### src/rtl/div_issue_ctrl.sv
// div_issue_ctrl: sequences one div/mod request from EXE through the signed or
// unsigned AXI-stream divider IP, holds the selected half of the result until
// EXE consumes it, and drains in-flight IP work when the pipeline flushes.
// Optional build macro: DIV_ZERO_BYPASS_EN (zero divisor answered locally).
module div_issue_ctrl #(
  parameter int unsigned TIMEOUT = 64
) (
  input  logic        clk,
  input  logic        reset,
  input  logic        req_valid,
  input  logic [3:0]  req_op,
  input  logic [31:0] req_src1,
  input  logic [31:0] req_src2,
  output logic        req_ready,
  input  logic        flush,
  output logic        resp_valid,
  output logic [31:0] resp_result,
  input  logic        resp_ready,
  output logic [63:0] s_div_data,
  output logic        s_sdiv_dvsr_valid,
  input  logic        s_sdiv_dvsr_ready,
  output logic        s_sdiv_dvnd_valid,
  input  logic        s_sdiv_dvnd_ready,
  input  logic        m_sdiv_valid,
  input  logic [63:0] m_sdiv_data,
  output logic        s_udiv_dvsr_valid,
  input  logic        s_udiv_dvsr_ready,
  output logic        s_udiv_dvnd_valid,
  input  logic        s_udiv_dvnd_ready,
  input  logic        m_udiv_valid,
  input  logic [63:0] m_udiv_data,
  output logic        busy,
  output logic        timeout_err
);

  localparam int unsigned TW = $clog2(TIMEOUT + 1);

  localparam logic [2:0] S_IDLE  = 3'd0;
  localparam logic [2:0] S_ISSUE = 3'd1;
  localparam logic [2:0] S_WAIT  = 3'd2;
  localparam logic [2:0] S_DONE  = 3'd3;
  localparam logic [2:0] S_DRAIN = 3'd4;

  logic [2:0]    state_q, state_d;
  logic          sel_signed_q, sel_signed_d;
  logic          is_div_q, is_div_d;
  logic          dvsr_taken_q, dvsr_taken_d;
  logic          dvnd_taken_q, dvnd_taken_d;
  logic          dvsr_vld_q, dvsr_vld_d;
  logic          dvnd_vld_q, dvnd_vld_d;
  logic          flush_pend_q, flush_pend_d;
  logic          timeout_err_q, timeout_err_d;
  logic [63:0]   div_data_q, div_data_d;
  logic [31:0]   result_q, result_d;
  logic [TW-1:0] timer_q, timer_d;

  logic          op_onehot_c;
  logic          dvsr_hs_c, dvnd_hs_c;
  logic          dvsr_done_c, dvnd_done_c;
  logic          dout_vld_c;
  logic [63:0]   dout_data_c;

  // Handshake and dout views of whichever IP the latched op selected
  always_comb begin
    op_onehot_c = (req_op != 4'b0) && ((req_op & (req_op - 4'd1)) == 4'b0);
    dvsr_hs_c   = dvsr_vld_q && (sel_signed_q ? s_sdiv_dvsr_ready : s_udiv_dvsr_ready);
    dvnd_hs_c   = dvnd_vld_q && (sel_signed_q ? s_sdiv_dvnd_ready : s_udiv_dvnd_ready);
    dvsr_done_c = dvsr_taken_q || dvsr_hs_c;
    dvnd_done_c = dvnd_taken_q || dvnd_hs_c;
    dout_vld_c  = sel_signed_q ? m_sdiv_valid : m_udiv_valid;
    dout_data_c = sel_signed_q ? m_sdiv_data : m_udiv_data;
  end

  // Next-state and datapath update; flush outranks every other event
  always_comb begin
    state_d       = state_q;
    sel_signed_d  = sel_signed_q;
    is_div_d      = is_div_q;
    dvsr_taken_d  = dvsr_taken_q;
    dvnd_taken_d  = dvnd_taken_q;
    dvsr_vld_d    = dvsr_vld_q;
    dvnd_vld_d    = dvnd_vld_q;
    flush_pend_d  = flush_pend_q;
    timeout_err_d = timeout_err_q;
    div_data_d    = div_data_q;
    result_d      = result_q;
    timer_d       = timer_q;

    case (state_q)
      S_IDLE: begin
        if (req_valid && !flush && op_onehot_c) begin
          sel_signed_d = req_op[3] | req_op[2];
          is_div_d     = req_op[3] | req_op[1];
          div_data_d   = {req_src2, req_src1};
`ifdef DIV_ZERO_BYPASS_EN
          if (req_src2 == 32'd0) begin
            state_d  = S_DONE;
            result_d = (req_op[3] | req_op[1]) ? 32'hFFFF_FFFF : req_src1;
          end else
`endif
          begin
            state_d      = S_ISSUE;
            dvsr_vld_d   = 1'b1;
            dvnd_vld_d   = 1'b1;
            dvsr_taken_d = 1'b0;
            dvnd_taken_d = 1'b0;
            flush_pend_d = 1'b0;
          end
        end
      end

      S_ISSUE: begin
        dvsr_taken_d = dvsr_done_c;
        dvnd_taken_d = dvnd_done_c;
        dvsr_vld_d   = !dvsr_done_c;
        dvnd_vld_d   = !dvnd_done_c;
        if (flush && !dvsr_done_c && !dvnd_done_c) begin
          // Nothing reached the IP yet, so it can be abandoned outright
          state_d      = S_IDLE;
          dvsr_vld_d   = 1'b0;
          dvnd_vld_d   = 1'b0;
          dvsr_taken_d = 1'b0;
          dvnd_taken_d = 1'b0;
          flush_pend_d = 1'b0;
        end else begin
          if (flush) begin
            flush_pend_d = 1'b1;
          end
          if (dvsr_done_c && dvnd_done_c) begin
            state_d      = (flush || flush_pend_q) ? S_DRAIN : S_WAIT;
            timer_d      = '0;
            dvsr_taken_d = 1'b0;
            dvnd_taken_d = 1'b0;
            flush_pend_d = 1'b0;
          end
        end
      end

      S_WAIT: begin
        if (flush) begin
          // A dout landing with the flush is swallowed here, no drain needed
          state_d = dout_vld_c ? S_IDLE : S_DRAIN;
        end else if (dout_vld_c) begin
          result_d = is_div_q ? dout_data_c[63:32] : dout_data_c[31:0];
          state_d  = S_DONE;
        end
      end

      S_DONE: begin
        if (flush || resp_ready) begin
          state_d = S_IDLE;
        end
      end

      S_DRAIN: begin
        if (dout_vld_c) begin
          state_d = S_IDLE;
        end
      end

      default: begin
        state_d    = S_IDLE;
        dvsr_vld_d = 1'b0;
        dvnd_vld_d = 1'b0;
      end
    endcase

    // Saturating wait counter; error is sticky once a wait reaches the limit
    if (state_q == S_WAIT || state_q == S_DRAIN) begin
      if (timer_q != TW'(TIMEOUT)) begin
        timer_d = timer_q + TW'(1);
      end
      if (timer_q == TW'(TIMEOUT - 1)) begin
        timeout_err_d = 1'b1;
      end
    end
  end

  // State and datapath registers
  always_ff @(posedge clk or posedge reset) begin
    if (reset) begin
      state_q       <= S_IDLE;
      sel_signed_q  <= 1'b0;
      is_div_q      <= 1'b0;
      dvsr_taken_q  <= 1'b0;
      dvnd_taken_q  <= 1'b0;
      dvsr_vld_q    <= 1'b0;
      dvnd_vld_q    <= 1'b0;
      flush_pend_q  <= 1'b0;
      timeout_err_q <= 1'b0;
      div_data_q    <= '0;
      result_q      <= '0;
      timer_q       <= '0;
    end else begin
      state_q       <= state_d;
      sel_signed_q  <= sel_signed_d;
      is_div_q      <= is_div_d;
      dvsr_taken_q  <= dvsr_taken_d;
      dvnd_taken_q  <= dvnd_taken_d;
      dvsr_vld_q    <= dvsr_vld_d;
      dvnd_vld_q    <= dvnd_vld_d;
      flush_pend_q  <= flush_pend_d;
      timeout_err_q <= timeout_err_d;
      div_data_q    <= div_data_d;
      result_q      <= result_d;
      timer_q       <= timer_d;
    end
  end

  assign req_ready         = (state_q == S_IDLE) && !flush;
  assign resp_valid        = (state_q == S_DONE);
  assign resp_result       = result_q;
  assign busy              = (state_q != S_IDLE);
  assign timeout_err       = timeout_err_q;
  assign s_div_data        = div_data_q;
  assign s_sdiv_dvsr_valid = dvsr_vld_q && sel_signed_q;
  assign s_sdiv_dvnd_valid = dvnd_vld_q && sel_signed_q;
  assign s_udiv_dvsr_valid = dvsr_vld_q && !sel_signed_q;
  assign s_udiv_dvnd_valid = dvnd_vld_q && !sel_signed_q;

endmodule

### config.mk
export PLATFORM = sky130hd
export DESIGN_NAME = div_issue_ctrl
export DESIGN_NICKNAME = d
export VERILOG_FILES = /design/src/rtl/div_issue_ctrl.sv
export SDC_FILE = /design/constraint.sdc
export NUM_CORES = 1
export LEC_CHECK = 0
export BUFFER_PORTS_ARGS = -buffer_cell sky130_fd_sc_hd__buf_2
export CAP_MARGIN = 20
export CORE_UTILIZATION = 40
export DETAILED_ROUTE_END_ITERATION = 16
export PLACE_DENSITY = 0.76
export SKIP_LAST_GASP = 1
export SYNTH_ARGS = -nofsm -noshare
export SYNTH_HDL_FRONTEND = slang
export SYNTH_SLANG_ARGS = --single-unit
### constraint.sdc
create_clock -name clk -period 3.23 [get_ports clk]
set_clock_uncertainty 0.15 [all_clocks]
set_input_delay 0.1615 -clock clk [delete_from_list [all_inputs] [get_ports clk]]
set_output_delay 0.1615 -clock clk [all_outputs]
set_load 0.01 [all_outputs]
Word-level counts from Yosys, hierarchy flattened
Cells that the tools add are included.
{"block": "word_totals", "reg_bits": 114, "input_bits": 207, "out_inout_bits": 104, "elab_cells": 102}
{"block": "op_classes", "add_sub_neg": 2, "n_eq_ne": 12, "muxes": 36, "bitwise": 5, "reduce_logical": 35}
{"cell": "$mux W64", "count": 1}
{"cell": "$mux W7", "count": 5}
{"cell": "$mux W32", "count": 1}
{"cell": "$mux W3", "count": 9}
{"cell": "$pmux W3 S5", "count": 1}
{"cell": "$mux W1", "count": 14}
{"cell": "$logic_and A1 B1 Y1", "count": 13}
{"cell": "$reduce_and A2 Y1", "count": 4}
{"cell": "$add A7 B1 Y7 const B", "count": 1}
{"cell": "$eq A7 B6 Y1 const B", "count": 1}
{"cell": "$ne A7 B7 Y1 const B", "count": 1}
{"cell": "$eq A3 B2 Y1 const B", "count": 2}
{"cell": "$ne A3 B3 Y1 const B", "count": 2}
{"cell": "$pmux W1 S2", "count": 3}
{"cell": "$pmux W1 S3", "count": 2}
{"cell": "$reduce_and A3 Y1", "count": 2}
{"cell": "$logic_or A1 B1 Y1", "count": 5}
{"cell": "$reduce_and A5 Y1", "count": 1}
{"cell": "$and A4 B4 Y4", "count": 1}
{"cell": "$logic_not A1 Y1", "count": 4}
{"cell": "$logic_not A4 Y1", "count": 1}
{"cell": "$ne A2 B2 Y1 const B", "count": 2}
{"cell": "$ne A4 B4 Y1 const B", "count": 1}
{"cell": "$reduce_bool A4 Y1", "count": 1}
{"cell": "other kinds (10)", "count": 12}

Depth between registers and ports, before layout
{"block": "logic_depth", "depth_word": 10, "ltp_mapped": 8, "ltp_nobuf": 6}

Worst setup path after synthesis
Ideal clock, no wire load.
{"block": "synth_timing", "path_type": "flip-flop to flip-flop", "from": "reg state_q[2]", "to": "reg div_data_q[0] (netlist: s_div_data[0])", "setup_time_ns": 0.127, "t_arrival_ns": 1.842, "t_required_ns": 2.953, "setup_slack_ns": 1.111, "path_stages_with_launch": 8, "n_path_buf": 4, "synth_period_minus_slack_ns": 2.119, "path_cell_list": "dfrtp_1 -> buf_2 -> or3_1 -> clkbuf_1 -> nor3b_2 -> buf_4 -> buf_6 -> mux2_1"}
{"block": "synth_between", "elab_chain_len": 2}
{"item": "from (decl)", "line_no": "44", "rtl": "logic [2:0] state_q, state_d;"}
{"item": "from (signal assigned)", "line_no": "195", "rtl": "state_q <= state_d;"}
{"item": "$logic_not A3 Y1", "line_no": "89", "rtl": "case (state_q)"}
{"item": "$reduce_and A2 Y1 (no source line)"}
{"item": "to (signal assigned)", "line_no": "204", "rtl": "div_data_q <= div_data_d;"}
{"item": "to (decl)", "line_no": "53", "rtl": "logic [63:0] div_data_q, div_data_d;"}
No other way between the ends.
A chain may end at the register's enable or synchronous reset.

Worst setup path in the final report
{"block": "layout_timing", "from": "reg state_q[0]", "to": "reg div_data_q[34] (netlist: s_div_data[34])"}
Same word-level chain as after synthesis.

==> flow_metrics.py <==
metrics = {
    "power_and_ir_drop": {
        "internal-power_mw": 4.654,
        "vdd_ir_drop_max_mv": 0.4430,
        "leakagePower_nw": 4.312,
        "combPwrFrac": 0.382,
        "finalPower_mw": 7.005,
        "power_switching_mw": 2.351,
        "netSwitchingFraction": 0.3357,
        "pwr-share-clk": 0.267,
        "p_per_area_nw_per_um2": 821.8,
        "seq_power_share": 0.351,
    },
    "die": {
        "io_pins": 311,
        "die_width_um": 119.8,
        "die_area_um2": 14340,
        "core_um2": 13400,
        "start_util": 0.4140,
        "dieHeight_um": 119.8,
        "rows": 42,
    },
    "route": {
        "wire_per_inst_um": 17.39,
        "drt_iter0_drc": 195,
        "first_pass_iters": 4,
        "drc": 0,
        "vias": 4846,
        "vias_per_cell": 5.128,
        "wl_um": 16440,
        "ant_nets": 0,
    },
    "global_route": {
        "grt-ovfl-total": 0,
        "grt_max_degree": 72,
        "grt_pass1_vias": 5207,
        "antenna_found_initial": 0,
        "grt_pass1_wl_um": 26190,
        "grt_use_total": 0.2400,
    },
    "cells_and_area": {
        "drive_above_1_share": 0.5013,
        "final_core_util": 0.6361,
        "nFillCells": 998,
        "final_area_um2": 8524,
        "num-nets-final": 966,
        "syn_to_final_growth_pct": 53.65,
    },
    "synthesis": {
        "synth_warnings": 0,
        "yosysTopAreaCellShare": 0.5142,
        "synthDistinctLibCells": 44,
        "yosysSeqAreaShare": 0.5142,
        "synth_most_common_cell": "dfrtp_1",
        "ys_async_sr_fraction": 1.000,
        "syn_area_um2": 5548,
        "netlist_instances": 377,
        "ys_ff_latch": 114,
        "synth_edf_count": 0,
        "ys.flop_type": "dfrtp_1",
        "synthTopCellsByArea": "dfrtp_1, mux2_1, mux4_2",
        "synth_common_cells": "dfrtp_1, mux2_1, mux4_2",
        "synthesis.nets": 586,
        "synth_largest_area_cell": "dfrtp_1",
        "syn_area_per_cell_um2": 14.72,
    },
    "placement": {
        "port_buffers": 310,
        "dp_hpwl_um": 11660,
        "placed_cell_area_um2": 7218,
        "gp_congestion": 0.8802,
        "post-place-ws_ns": 0.8959,
    },
    "sta": {
        "tns_ns": 0,
        "final_max_slew_viol_count": 0,
        "rsz0062_at_grt": "no",
        "worst_pin_slew_ns": 0.7377,
        "setup_viol": 0,
        "fin_crit_sh": 0.7339,
        "hold_violations": 0,
        "fin_ws_ns": 0.8595,
        "fmax_mhz": 421.9,
        "period_needed_ns": 2.370,
        "max_slew_margin": 0.5072,
    },
    "hold_path": {
        "hold_path_class": "in2reg",
    },
    "clock_tree": {
        "clk_pin_slew_ns": 0.05,
        "clock_latency_ns": 0.41,
        "cts-root-buf": "clkbuf_16",
        "clock_sinks": 114,
        "cts_tree": "built",
        "cts_setup_buffers": 0,
        "ctsHtreeMaxLevel": 4,
        "cts_inserted_buffers": 17,
        "cts_buffer_depth": 2,
    },
    "critical_path": {
        "end_kind": "register",
        "worstPathArrival_ns": 2.50,
        "worstSetupStartpointType": "register",
        "crit_fanout": 71,
        "critPathRequiredTime_ns": 3.36,
        "worst-setup-path-type": "reg2reg",
    },
    "outcome": {
        "outcome": "completed",
    },
    "run": {
        "cap_violations": 0,
    },
}
==> logic make-up (layout without fill, tap and decap cells) <==
kind of cell | after synthesis | after routing | share of synthesized area
AND/OR/NAND/NOR | 59 | 59 | 0.05977
flip-flops | 114 | 114 | 0.5142
buffers and inverters | 33 | 424 | 0.03767
multiplexers | 134 | 134 | 0.3383
adder cells (fa/ha/maj) | 2 | 2 | 0.004510
AO/OA/AOI/OAI | 32 | 32 | 0.04082
other | 0 | 1 | 0
XOR/XNOR | 3 | 3 | 0.004737
==> layout make-up <==
type | instances | area [µm²] | share of cell area
diodes | 1 | 2.502 | 0.0002936
clock buffers | 21 | 460.4 | 0.05401
clock inverters | 9 | 132.6 | 0.01556
inverters | 7 | 30.03 | 0.003523
multi-input cells | 230 | 2492 | 0.2924
flip-flops and latches | 114 | 2854 | 0.3348
well taps | 176 | 220.2 | 0.02583
repair buffers | 387 | 2332 | 0.2736
==> final timing paths <==
check | start | end | slack [ns] | cells after the start
min in group asynchronous | reset | s_div_data[47] | 0.30 | 3
max in group asynchronous | reset | s_div_data[32] | 1.75 | 4
hold / removal | flush | flush_pend_q | 0.02 | 3
setup reg to reg | state_q[0] | s_div_data[34] | 0.86 | 4
hold reg to reg | s_div_data[62] | s_div_data[62] | 0.33 | 1
setup / recovery | state_q[0] | s_div_data[34] | 0.86 | 4
==> cells in the final DEF, fill, tap and decap left out, drive strengths merged, types with 4 or more instances in the layout <==
| cell | netlist | routed |
|---|---|---|
| a21oi | 7 | 7 |
| and2 | 4 | 4 |
| buf | 20 | 316 |
| clkbuf | 6 | 21 |
| clkinvlp | 0 | 6 |
| dfrtp | 114 | 114 |
| dlygate4sd3 | 0 | 71 |
| inv | 7 | 6 |
| mux2 | 99 | 99 |
| mux4 | 32 | 32 |
| nand2 | 10 | 10 |
| nand3 | 7 | 7 |
| nand4 | 5 | 5 |
| nor2 | 13 | 13 |
| nor2b | 4 | 4 |
| o21ai | 10 | 10 |
==> critical path, cell delays in order, from the launching register on <==
cell and delay [ns]:
dfrtp_1 0.52, or3_1 0.52, nor3b_4 0.26, buf_12 0.33, mux2_1 0.38
==> timing repair <==
action                    CTS  global route
hold endpoints to repair   99             0
resized for setup           0             0
hold buffers               71             0
==> power groups by stage <==
stage	logic (mW)	clock network, mW	registers, mW
2_1_floorplan	1.38	0	2.63
3_3_place_gp	2.51	0	2.41
3_5_place_dp	2.60	0	2.45
4_1_cts	2.69	1.91	2.45
5_1_grt	2.89	1.97	2.54
6_report	2.67	1.87	2.46
==> sequential cells by signal, indices dropped and copies added, names as in the netlist <==
register,flops
s_div_data,64
resp_result,32
timer_q,7
state_q,3
dvnd_taken_q,1
dvnd_vld_q,1
dvsr_taken_q,1
dvsr_vld_q,1
flush_pend_q,1
is_div_q,1
sel_signed_q,1
timeout_err,1
==> metal layers <==
metal | routed length, µm | part of all wire | GRT usage | up-vias
met5 | 0 | 0 | 0 | -
met4 | 748 | 0.046 | 0.1367 | 0
li1 | - | - | - | 2168
met3 | 966 | 0.059 | 0.05703 | 52
met2 | 8656 | 0.53 | 0.4259 | 243
met1 | 6064 | 0.37 | 0.2613 | 2383
==> stage by stage <==
stage / hold slack, ns / std cells
6_report: 0.01755 / 945
5_1_grt: 0.03622 / 944
4_1_cts: 0.002706 / 944
2_1_floorplan: 0.1462 / 377
3_3_place_gp: 0.1534 / 843
3_5_place_dp: 0.1828 / 843
Note: power is estimated with default switching activity, not from simulation.
